<file path="config.mk">
export PLATFORM = sky130hd
export DESIGN_NAME = mem_access_unit
export DESIGN_NICKNAME = d
export VERILOG_FILES = /design/src/rtl/mem_access_unit.sv
export SDC_FILE = /design/constraint.sdc
export NUM_CORES = 1
export LEC_CHECK = 0
export ABC_CLOCK_PERIOD_IN_PS = 1770
export CAP_MARGIN = 20
export CORE_ASPECT_RATIO = 1.75
export CORE_MARGIN = 2
export CORE_UTILIZATION = 40
export CTS_CLUSTER_SIZE = 12
export DETAILED_ROUTE_END_ITERATION = 6
export PLACE_DENSITY_LB_ADDON = 0.15
export SYNTH_ARGS = -nofsm -noshare
export SYNTH_HDL_FRONTEND = slang
export SYNTH_SLANG_ARGS = --single-unit
</file>
<file path="constraint.sdc">
create_clock -name clk -period 1.77 [get_ports clk]
set_clock_uncertainty 0.1 [all_clocks]
set_input_delay 0.354 -clock clk [delete_from_list [all_inputs] [get_ports clk]]
set_output_delay 0.354 -clock clk [all_outputs]
set_load 0.005 [all_outputs]
</file>
<file path="src/rtl/mem_access_unit.sv">
`default_nettype none
// ============================================================================
//  Module   : mem_access_unit
//  Purpose  : Data-memory access stage. Turns decoder load/store size codes,
//             the ALU address and rt into a req/ack transaction against a
//             32-bit byte-enabled memory. It returns sign-extended load data
//             and a stall while the access is in flight.
//  Revision : 1.0  initial release
// ============================================================================
module mem_access_unit #(
  parameter int TIMEOUT = 255
) (
  input  logic        clk,
  input  logic        rst_n,
  input  logic        start,
  input  logic [1:0]  MemRead,
  input  logic [1:0]  Memwrite,
  input  logic [31:0] addr,
  input  logic [31:0] wdata,
  output logic [31:0] rdata_out,
  output logic        done,
  output logic        busy,
  output logic        misaligned,
  output logic        timeout,
  output logic        mem_req,
  output logic        mem_we,
  output logic [31:0] mem_addr,
  output logic [3:0]  mem_be,
  output logic [31:0] mem_wdata,
  input  logic [31:0] mem_rdata,
  input  logic        mem_ack
);

  typedef enum logic [1:0] {
    S_IDLE   = 2'd0,
    S_ACCESS = 2'd1,
    S_DONE   = 2'd2
  } state_e;

  // Counter only has to reach TIMEOUT-1; the extra headroom keeps TIMEOUT=1 legal.
  localparam int              CW       = $clog2(TIMEOUT + 1);
  localparam logic [CW-1:0]   CNT_LAST = CW'(TIMEOUT - 1);

  localparam logic [1:0] SZ_BYTE = 2'b01;
  localparam logic [1:0] SZ_HALF = 2'b10;

  state_e        state_q, state_d;
  logic          is_load_q, is_load_d;
  logic [1:0]    size_q, size_d;
  logic [1:0]    lane_q, lane_d;
  logic [CW-1:0] cnt_q, cnt_d;
  logic          mem_we_q, mem_we_d;
  logic [31:0]   mem_addr_q, mem_addr_d;
  logic [3:0]    mem_be_q, mem_be_d;
  logic [31:0]   mem_wdata_q, mem_wdata_d;
  logic [31:0]   rdata_q, rdata_d;
  logic          misaligned_q, misaligned_d;
  logic          timeout_q, timeout_d;

  logic          acc_valid;
  logic          acc_load;
  logic [1:0]    acc_size;
  logic          acc_misal;
  logic [3:0]    acc_be;
  logic [31:0]   acc_wdata;
  logic [7:0]    ld_byte;
  logic [15:0]   ld_half;
  logic [31:0]   ld_data;

  // Decode the incoming request: a load wins when both size codes are nonzero.
  always_comb begin
    acc_load  = (MemRead != 2'b00);
    acc_valid = start && ((MemRead != 2'b00) || (Memwrite != 2'b00));
    acc_size  = acc_load ? MemRead : Memwrite;
    acc_misal = ((acc_size == SZ_HALF) && addr[0]) ||
                ((acc_size == 2'b11) && (addr[1:0] != 2'b00));
    case (acc_size)
      SZ_BYTE: begin
        acc_be    = 4'b0001 << addr[1:0];
        acc_wdata = {4{wdata[7:0]}};
      end
      SZ_HALF: begin
        acc_be    = addr[1] ? 4'b1100 : 4'b0011;
        acc_wdata = {2{wdata[15:0]}};
      end
      default: begin
        acc_be    = 4'b1111;
        acc_wdata = wdata;
      end
    endcase
  end

  // Select the addressed lane/half of the returned word and sign-extend it.
  always_comb begin
    ld_byte = mem_rdata[{lane_q, 3'b000} +: 8];
    ld_half = lane_q[1] ? mem_rdata[31:16] : mem_rdata[15:0];
    case (size_q)
      SZ_BYTE: ld_data = {{24{ld_byte[7]}}, ld_byte};
      SZ_HALF: ld_data = {{16{ld_half[15]}}, ld_half};
      default: ld_data = mem_rdata;
    endcase
  end

  // Next-state and datapath update; fault flags live for the DONE cycle only.
  always_comb begin
    state_d      = state_q;
    is_load_d    = is_load_q;
    size_d       = size_q;
    lane_d       = lane_q;
    cnt_d        = cnt_q;
    mem_we_d     = mem_we_q;
    mem_addr_d   = mem_addr_q;
    mem_be_d     = mem_be_q;
    mem_wdata_d  = mem_wdata_q;
    rdata_d      = rdata_q;
    misaligned_d = 1'b0;
    timeout_d    = 1'b0;
    case (state_q)
      S_IDLE: begin
        if (acc_valid) begin
          is_load_d = acc_load;
          size_d    = acc_size;
          lane_d    = addr[1:0];
          cnt_d     = '0;
          if (acc_misal) begin
            // Faulting requests never touch the memory bus.
            state_d      = S_DONE;
            misaligned_d = 1'b1;
          end else begin
            state_d     = S_ACCESS;
            mem_we_d    = !acc_load;
            mem_addr_d  = {addr[31:2], 2'b00};
            mem_be_d    = acc_be;
            mem_wdata_d = acc_wdata;
          end
        end
      end
      S_ACCESS: begin
        if (mem_ack) begin
          if (is_load_q) begin
            rdata_d = ld_data;
          end
          state_d = S_DONE;
        end else if (cnt_q == CNT_LAST) begin
          state_d   = S_DONE;
          timeout_d = 1'b1;
        end else begin
          cnt_d = cnt_q + CW'(1);
        end
      end
      S_DONE: begin
        state_d = S_IDLE;
      end
      default: begin
        state_d = S_IDLE;
      end
    endcase
  end

  // State and datapath registers with asynchronous clear.
  always_ff @(posedge clk or negedge rst_n) begin
    if (!rst_n) begin
      state_q      <= S_IDLE;
      is_load_q    <= 1'b0;
      size_q       <= 2'b00;
      lane_q       <= 2'b00;
      cnt_q        <= '0;
      mem_we_q     <= 1'b0;
      mem_addr_q   <= '0;
      mem_be_q     <= 4'b0000;
      mem_wdata_q  <= '0;
      rdata_q      <= '0;
      misaligned_q <= 1'b0;
      timeout_q    <= 1'b0;
    end else begin
      state_q      <= state_d;
      is_load_q    <= is_load_d;
      size_q       <= size_d;
      lane_q       <= lane_d;
      cnt_q        <= cnt_d;
      mem_we_q     <= mem_we_d;
      mem_addr_q   <= mem_addr_d;
      mem_be_q     <= mem_be_d;
      mem_wdata_q  <= mem_wdata_d;
      rdata_q      <= rdata_d;
      misaligned_q <= misaligned_d;
      timeout_q    <= timeout_d;
    end
  end

  // Status outputs decode straight from the state register so an async reset
  // drops the request and stall without waiting for a clock.
  always_comb begin
    busy       = (state_q == S_ACCESS);
    mem_req    = (state_q == S_ACCESS);
    done       = (state_q == S_DONE);
    misaligned = misaligned_q;
    timeout    = timeout_q;
    rdata_out  = rdata_q;
    mem_we     = mem_we_q;
    mem_addr   = mem_addr_q;
    mem_be     = mem_be_q;
    mem_wdata  = mem_wdata_q;
  end

endmodule
`default_nettype wire
</file>
Word-level counts from Yosys, hierarchy flattened. Cells that the tools add are included.

Flip-flop bits (word level): 116. Bits of input ports: 104. Output and inout bits: 106. Logic and storage cells: 65.

Add/subtract/negate cells: 1. Equality and inequality tests: 12. Shifts and indexed selects: 2. Muxes and demuxes: 21. Bitwise operators: 1. Reduce and logical (&&, ||, !) cells: 16.

Operators with widths (number): case mux 32 bit (2 select lines) (2); indexed part select 32 x 6 -> 8 bit (1); two-way mux 8 bit (3); two-way mux 16 bit (1); case mux 8 bit (2 select lines) (1); two-way mux 2 bit (5); adder 8 x 1 -> 8 bit (second input constant) (1); == test 2 bit (second input constant) (4); == test 8 bit (second input constant) (1); case mux 4 bit (2 select lines) (1); nonzero test 2 bit (4); == test 2 x 1 -> 1 bit (second input constant) (3); two-way mux 1 bit (6); inequality test 2 bit (second input constant) (3); AND reduction 3 bit (2); two-way mux 4 bit (1); case mux 2 bit (2 select lines) (1); AND reduction 2 bit (2); AND reduction 4 bit (1); << shifter 1 x 2 -> 4 bit (first input constant) (1); logical AND 1 bit (3); inequality test 3 x 1 -> 1 bit (second input constant) (1); zero test 2 bit (1); logical OR 1 bit (2); other kinds (2) (2).

Longest topological paths before layout. Gate-level depths: netlist of the first run.

Word-level depth: 8. Depth in mapped cells: 7. Mapped depth without buffers: 6.

Least setup slack after synthesis of the first run. OpenSTA, ideal clock, no wires.

Path kind: in2reg. Start point: input port MemRead[1]. End point: register mem_addr_q[30] (netlist: mem_addr[30]). Library setup time: 125 ps. Data arrival time: 1751 ps. Path slack: -206 ps. Stages on the path: 7. Buffers on the path: 3. Cell sequence: or2_4 -> o311ai_4 -> a221o_1 -> buf_4 -> buf_6 -> buf_8 -> mux2_4.

Word-level cells in the longest chain between the ends: 7.

Ends and longest elaborated chain: start: declaration (line 16) `input logic [1:0] MemRead,`; nonzero test 2 bit (line 72, 73); two-way mux 2 bit (line 74) `acc_size = acc_load ? MemRead : Memwrite;`; == test 2 bit (on tied branches) (line 75, 76); logical AND 1 bit (on tied branches) (line 75, 76); logical OR 1 bit (line 75) `acc_misal = ((acc_size == SZ_HALF) && addr[0]) ||`; inverter 1 bit (no line); AND reduction 3 bit (no line) *; end signal: assignment (line 182) `mem_addr_q <= mem_addr_d;`; end: declaration (line 53) `logic [31:0] mem_addr_q, mem_addr_d;`.

Every way passes the cells marked *; elsewhere a longest branch is shown, timed or not. A chain may end at the register's enable or synchronous reset.

Final worst setup path of the first run.
Start point: register state_q[1]. End point: register mem_addr_q[24] (netlist: mem_addr[24]).

Word-level cells in the longest chain between the ends: 2.

Ends and longest elaborated chain: start: declaration (line 47) `state_e state_q, state_d;`; start signal: assignment (line 176) `state_q <= state_d;`; zero test 2 bit (line 118) `case (state_q)`; AND reduction 3 bit (no line).

No other way between the ends.

==> metrics.txt, run 1 <==
TritonRoute pass-1 iters 4; Post-Syn Instances 497; predominant post-synthesis flop cell dfrtp_1; row count 56; Mapped Area 5500 µm²; TritonCTS Buffers 17; Async SR Flop Fraction 1.00; failing checks negative setup slack; CP startpoint state_q[1]; initial drt markers 202; met2 Use GR 0.414; wire per inst 17.8 µm; Reg clk slew, reported paths 0.05 ns; Synth area leader dfrtp_1; R2R setup slack -0.15 ns; largest net degree at the start of global routing 51; Fin Setup TNS -7.51 ns; via count 4918; DIE AREA 14700 µm²; Crit Reg-Reg Startpoint state_q[1]; Reg2Reg Depth 6; initial core utilization 0.409; first-pass GRT wire length 26100 µm; worst path arrival time 2.10 ns; Max Cap Viol 0; capturing point of the worst reg2reg path mem_addr[24]; Yosys reg bits 116; crit end category flop; syn_area_per_cell 11.1 µm²; Leak 4.11 nW; Diodes inserted 0; total grt overflow 0; Slew Limit Fails 0; # setup viols final 61; unrepaired setup endpoints after global routing yes; CTS tree done; maximum vdd drop 816 µV; clock sinks 116; vias in the first global route 5135; clk_lat worst skew 0.40 ns; clock tree root buffer cell clkbuf_16; synth top area cells dfrtp_1 53%, mux2_2 12%, nand2_1 4.0%; ANT nets after route 0; fin crit share 1.08; Final GP Congestion 0.885; initial antenna violation count 0; outcome finished with violations; EDFF count, synth 0; Port Buf Inserts 207; dominant cell by count in the synthesized netlist dfrtp_1; Startpoint Class flop; Required @ worst endpoint 1.95 ns; H-tree depth 4; Setup WS pre-CTS -0.670 ns; Hold WC Path Type in2async; Vias/cell 5.19; top cells by count, synth 116 x dfrtp_1, 59 x nand2_1, 57 x mux2_2; CP Class reg2reg; DRT Wirelength 16800 µm; Power, Total 13.1 mW; Area Growth Syn to Fin 63.3%; I/O Pins 210; design area 8980 µm²; fillers 1079; Hold Violations, Final 0; layout cells sized above 1 0.238; met1 Use GR 0.242; Die X 92.6 µm; Final HPWL DP 12300 µm; Synth top area share 0.528; Final nets 870; global routing usage on met3 0.0563; gr usage total 0.225; maximum operating frequency 522 MHz; Netlist cell types 48; final worst slack -0.146 ns; sequential-to-total area share from yosys stat 0.528; PwrDens 1460 nW/µm²; critical path endpoint mem_addr[24]; Min Clock Period, post-route 1.92 ns; placement-stage cell area 8120 µm²; drc violations 0; crit-path max FO 5; Die Y 159 µm; worst-case clock buffer depth 2; Core Region 13500 µm²; gr busiest metal met2; yosys warns 0
==> cells by family (layout without fill, tap and decap cells) <==
group | after synthesis | after routing | share of synthesized area
DFF | 116 | 116 | 0.528
and+or+nand+nor | 126 | 126 | 0.0967
adders and majority gates | 4 | 4 | 0.00910
muxes | 92 | 92 | 0.192
other | 1 | 2 | 0.000682
AOI/OAI and AO/OA | 110 | 111 | 0.128
buffers and inverters | 48 | 322 | 0.0459
==> worst min path at each step <==
stage          slack, ns      endpoint  depth (start not counted)  start
2_1_floorplan      -0.04      cnt_q[0]                          0  rst_n
3_3_place_gp        0.17  mem_addr[27]                          1  rst_n
3_5_place_dp        0.18  mem_addr[24]                          1  rst_n
4_1_cts             0.29  mem_addr[27]                          2  rst_n
5_1_grt             0.31  mem_addr[24]                          2  rst_n
6_report            0.29  mem_addr[27]                          2  rst_n
==> cell usage in the layout, fill, tap and decap left out, types with 3 or more instances in the layout <==
master / instances
mux2_1: 7
o31ai_1: 4
dlygate4sd2_1: 6
clkbuf_16: 21
clkinv_2: 3
o211ai_1: 9
buf_6: 9
buf_4: 48
nand2_1: 58
dlymetal6s2s_1: 21
mux2_2: 57
nor2_1: 44
ha_1: 4
clkbuf_8: 4
clkinvlp_4: 4
clkdlybuf4s50_1: 176
mux2_4: 11
mux2i_1: 16
buf_12: 6
nor2b_1: 4
a21oi_1: 28
o221ai_1: 9
o22ai_1: 8
nand3_1: 5
o21ai_0: 34
a2bb2oi_1: 4
inv_1: 15
dfrtp_1: 116
==> where the power goes <==
part           switching [mW]  total [mW]  internal, mW
clock                    1.15        3.06          1.91
sequential              0.631        4.41          3.78
combinational            2.15        5.61          3.46
==> registers in the layout, summed over array words and instances, names as in the netlist <==
name	count
cnt_q	8
mem_we	1
timeout	1
lane_q	2
mem_addr	30
state_q	2
mem_be	4
rdata_out	32
is_load_q	1
size_q	2
misaligned	1
mem_wdata	32
==> metal layers <==
metal | vias to the layer above | wire length (µm)
li1 | 2292 | -
met1 | 2398 | 6060
met5 | - | 0
met4 | 0 | 585
met3 | 42 | 949
met2 | 186 | 9220
==> worst max-delay path: stages (launching register included) <==
cell	delay, ns
dfrtp_1	0.40
buf_6	0.13
nor2_4	0.12
o311ai_4	0.13
a221o_4	0.44
clkbuf_16	0.19
mux2_4	0.29
==> area by class of cell <==
class,instances,area [µm²],share of cell area
Clock buffer,22,484,0.0539
Sequential cell,116,2900,0.323
Timing Repair Buffer,275,2800,0.312
Inverter,17,63.8,0.00711
Multi-Input combinational cell,335,2450,0.273
Clock inverter,8,53.8,0.00599
Tap cell,174,218,0.0242
==> timing repair <==
item / in CTS / in global routing
hold buffers: 1 / 0
setup endpoints to repair: 73 / 112
cloned: 0 / 6
setup buffers: 3 / 4
resized for setup: 18 / 45
endpoints found under the hold margin: 20 / 0
pin swaps: 2 / 4
==> stage by stage <==
step / utilization / std cells / hold WS (ns)
final: 0.668 / 947 / 0.293
after global routing: 0.668 / 947 / 0.312
after CTS: 0.648 / 938 / 0.294
after detailed placement: 0.604 / 904 / 0.180
after global placement: 0.604 / 904 / 0.172
after floorplan: - / 498 / -0.0416
Note: power is estimated with default switching activity, not from simulation.
==> run 2: changes to the inputs <==
Settings changed: HOLD_SLACK_MARGIN set to 0.1.
==> results of run 2 <==
The final DEF is identical to that of run 1; final timing and power are the same.
==> edit, RTL diff (config.mk and constraints of run 1) <==
Make the reset (`rst_n`) synchronous in one clocked block. Comments in the files are not updated.
--- a/src/rtl/mem_access_unit.sv
+++ b/src/rtl/mem_access_unit.sv
@@ -158,7 +158,7 @@
   end
 
   // State and datapath registers with asynchronous clear.
-  always_ff @(posedge clk or negedge rst_n) begin
+  always_ff @(posedge clk) begin
     if (!rst_n) begin
       state_q      <= S_IDLE;
       is_load_q    <= 1'b0;
Function: differs if rst_n is asserted again (counterexample within 4 cycles, from zero or initial values and one cycle with rst_n low); with rst_n held inactive, the same outputs for 4 cycles.
==> edit against run 1 <==
Critical path depth is 2 higher; area after synthesis about the same; worst setup slack better by 0.17 ns; sequential cell count is the same; utilization increased by 0.19 points; worst hold slack gained 0.071 ns; wire length rose by 23%; design area increased by 0.28%; die area about the same; critical endpoint is now mem_addr[14]; largest cell class is now multi-input combinational cells; highest routed layer unchanged.
Power is not compared: it rests on default switching activity, and its combinational part moved more than twofold at a synthesized area within 25%.
==> edit: results (changes against run 1) <==
| Metric | Value |
|---|---|
| Fraction of synthesized area in multiplexers | `4.70% (was 19.2%)` |
| Maximum number of pins on one net before global-route repair | `77 (was 51)` |
| Class of the tightest hold or removal check | `register to register (was input port to asynchronous set/reset pin)` |
| Overall Global Routing Usage | `27.4% (was 22.5%)` |
| Global-route wire length before repair | `32200 um (was 26100 um)` |
| Fraction of synthesized cell area in xor and xnor cells | `0.955% (was 0%)` |
| Post-synthesis cell type count | `52 (was 48)` |
| Reg-to-reg critical path endpoint | `cnt_q[1] (was mem_addr[24])` |
| Most frequently used flop master after synthesis | `sky130_fd_sc_hd__dfxtp_1 (was sky130_fd_sc_hd__dfrtp_1)` |
| Number of iterations in the first detailed-routing pass | `5 (was 4)` |
| Routability Congestion | `0.932 (was 0.885)` |
| Adder-cell area share of the yosys netlist | `0.909% (was 0.910%)` |
| Launching instance or port of the critical path | `MemRead[1] (was state_q[1])` |
| Placed cell count | `992 (was 904)` |
| Result of the run | `finished clean (was finished, violations left)` |
| Commonest cells in the netlist | `sky130_fd_sc_hd__dfxtp_1 (116), sky130_fd_sc_hd__a21oi_1 (75), sky130_fd_sc_hd__o31ai_1 (48), sky130_fd_sc_hd__nand4_1 (41), sky130_fd_sc_hd__nand2_1 (39) (was sky130_fd_sc_hd__dfrtp_1 (116), sky130_fd_sc_hd__nand2_1 (59), sky130_fd_sc_hd__mux2_2 (57), sky130_fd_sc_hd__nor2_1 (45), sky130_fd_sc_hd__o21ai_0 (34))` |
| DPL Wire Length | `14100 um (was 12300 um)` |
| Crit-path slowest cell | `sky130_fd_sc_hd__o31a_4 (was sky130_fd_sc_hd__a221o_4)` |
| Number of cells in the finished layout apart from fillers | `1040 (was 947)` |
| Critical path's largest stage delay | `0.30 ns (was 0.44 ns)` |
| Share of the yosys chip area belonging to registers | `42.2% (was 52.8%)` |
| First DRT Iteration DRCs | `320 (was 202)` |
| Top cells by area in the synthesized netlist | `sky130_fd_sc_hd__dfxtp_1 (42%), sky130_fd_sc_hd__a21oi_1 (6.8%), sky130_fd_sc_hd__o31ai_1 (6.5%) (was sky130_fd_sc_hd__dfrtp_1 (53%), sky130_fd_sc_hd__mux2_2 (12%), sky130_fd_sc_hd__nand2_1 (4.0%))` |
| Source of the worst register-to-register timing path | `state_q[1] (unchanged)` |
| Mean area per synthesized cell | `8.75 um^2 (was 11.1 um^2)` |
| Family of cells with the greatest summed delay on the critical path | `buffers and inverters (was compound AO/OA/AOI/OAI gates)` |
| Number of global-route vias before repair | `6266 (was 5135)` |
[edit: how the worst min path moves through the flow]
stage	from	endpoint	slack, ns	cells after the start
6_report	mem_addr[31]	mem_addr[31]	0.36	2
5_1_grt	rdata_out[14]	rdata_out[14]	0.38	2
4_1_cts	rdata_out[14]	rdata_out[14]	0.37	2
3_5_place_dp	rdata_out[14]	rdata_out[14]	0.36	2
3_3_place_gp	rdata_out[11]	rdata_out[11]	0.34	2
2_1_floorplan	rdata_out[10]	rdata_out[10]	0.35	2
[edit: layout make-up]
| cell class | instances | area, um^2 |
|---|---|---|
| Inverter | 10 | 37.5 |
| Tap cell | 174 | 218 |
| Multi-Input combinational cell | 433 | 2970 |
| Sequential cell | 116 | 2330 |
| Timing Repair Buffer | 275 | 2780 |
| Fill cell | 1105 | 4450 |
| Clock buffer | 18 | 439 |
| Clock inverter | 14 | 226 |
[edit: routing by layer]
| metal | GRT usage (%) | wire length, um | share of wire, % |
|---|---|---|---|
| met4 | 16.2 | 1200 | 5.8 |
| met1 | 27.4 | 7140 | 34 |
| met3 | 6.81 | 1380 | 6.6 |
| met2 | 49.9 | 11000 | 53 |
| met5 | 0 | 0 | 0 |
[edit: what timing repair did]
item                                    CTS  global route
endpoints found under the setup margin   98            62
gates resized for setup                  38            37
cloned                                    4             0
setup buffers                             8             4
pin swaps                                 6             7
[edit: stage by stage]
| step | cell area, um^2 | setup TNS (ns) | hold WS (ns) | setup WS, ns |
|---|---|---|---|---|
| 3_5_place_dp | 7960 | -62.84 | 0.356 | -0.932 |
| 2_1_floorplan | 5510 | 0 | 0.349 | 0.0539 |
| 6_report | 9000 | 0 | 0.365 | 0.0259 |
| 5_1_grt | 9000 | -0.0157 | 0.383 | -0.0106 |
| 4_1_cts | 8880 | -0.0167 | 0.367 | -0.0154 |
| 3_3_place_gp | 7960 | -57.43 | 0.345 | -0.835 |
[edit: worst reg2reg max path, cell delays in order, from the launching register on]
cell	delay, ns
sky130_fd_sc_hd__dfxtp_2	0.34
sky130_fd_sc_hd__buf_6	0.12
sky130_fd_sc_hd__buf_6	0.11
sky130_fd_sc_hd__nor3b_4	0.22
sky130_fd_sc_hd__o21ai_4	0.11
sky130_fd_sc_hd__or4b_1	0.52
sky130_fd_sc_hd__a21oi_1	0.13
[edit: power by group]
| part | internal (mW) | leakage, nW | switching (mW) |
|---|---|---|---|
| clock | 2.56 | 0.323 | 1.30 |
| sequential | 2.76 | 0.949 | 0.0938 |
| combinational | 0.873 | 2.22 | 0.820 |
| total | 6.19 | 3.49 | 2.22 |
[edit: kinds of logic (layout without fill, tap and decap cells)]
logic type	after synthesis	count (layout)
other	1	2
and+or+nand+nor	129	130
DFF	116	116
buffers and inverters	83	317
adders and majority gates	4	4
AOI/OAI and AO/OA	265	266
xor gates and xnor gates	6	6
muxes	25	25
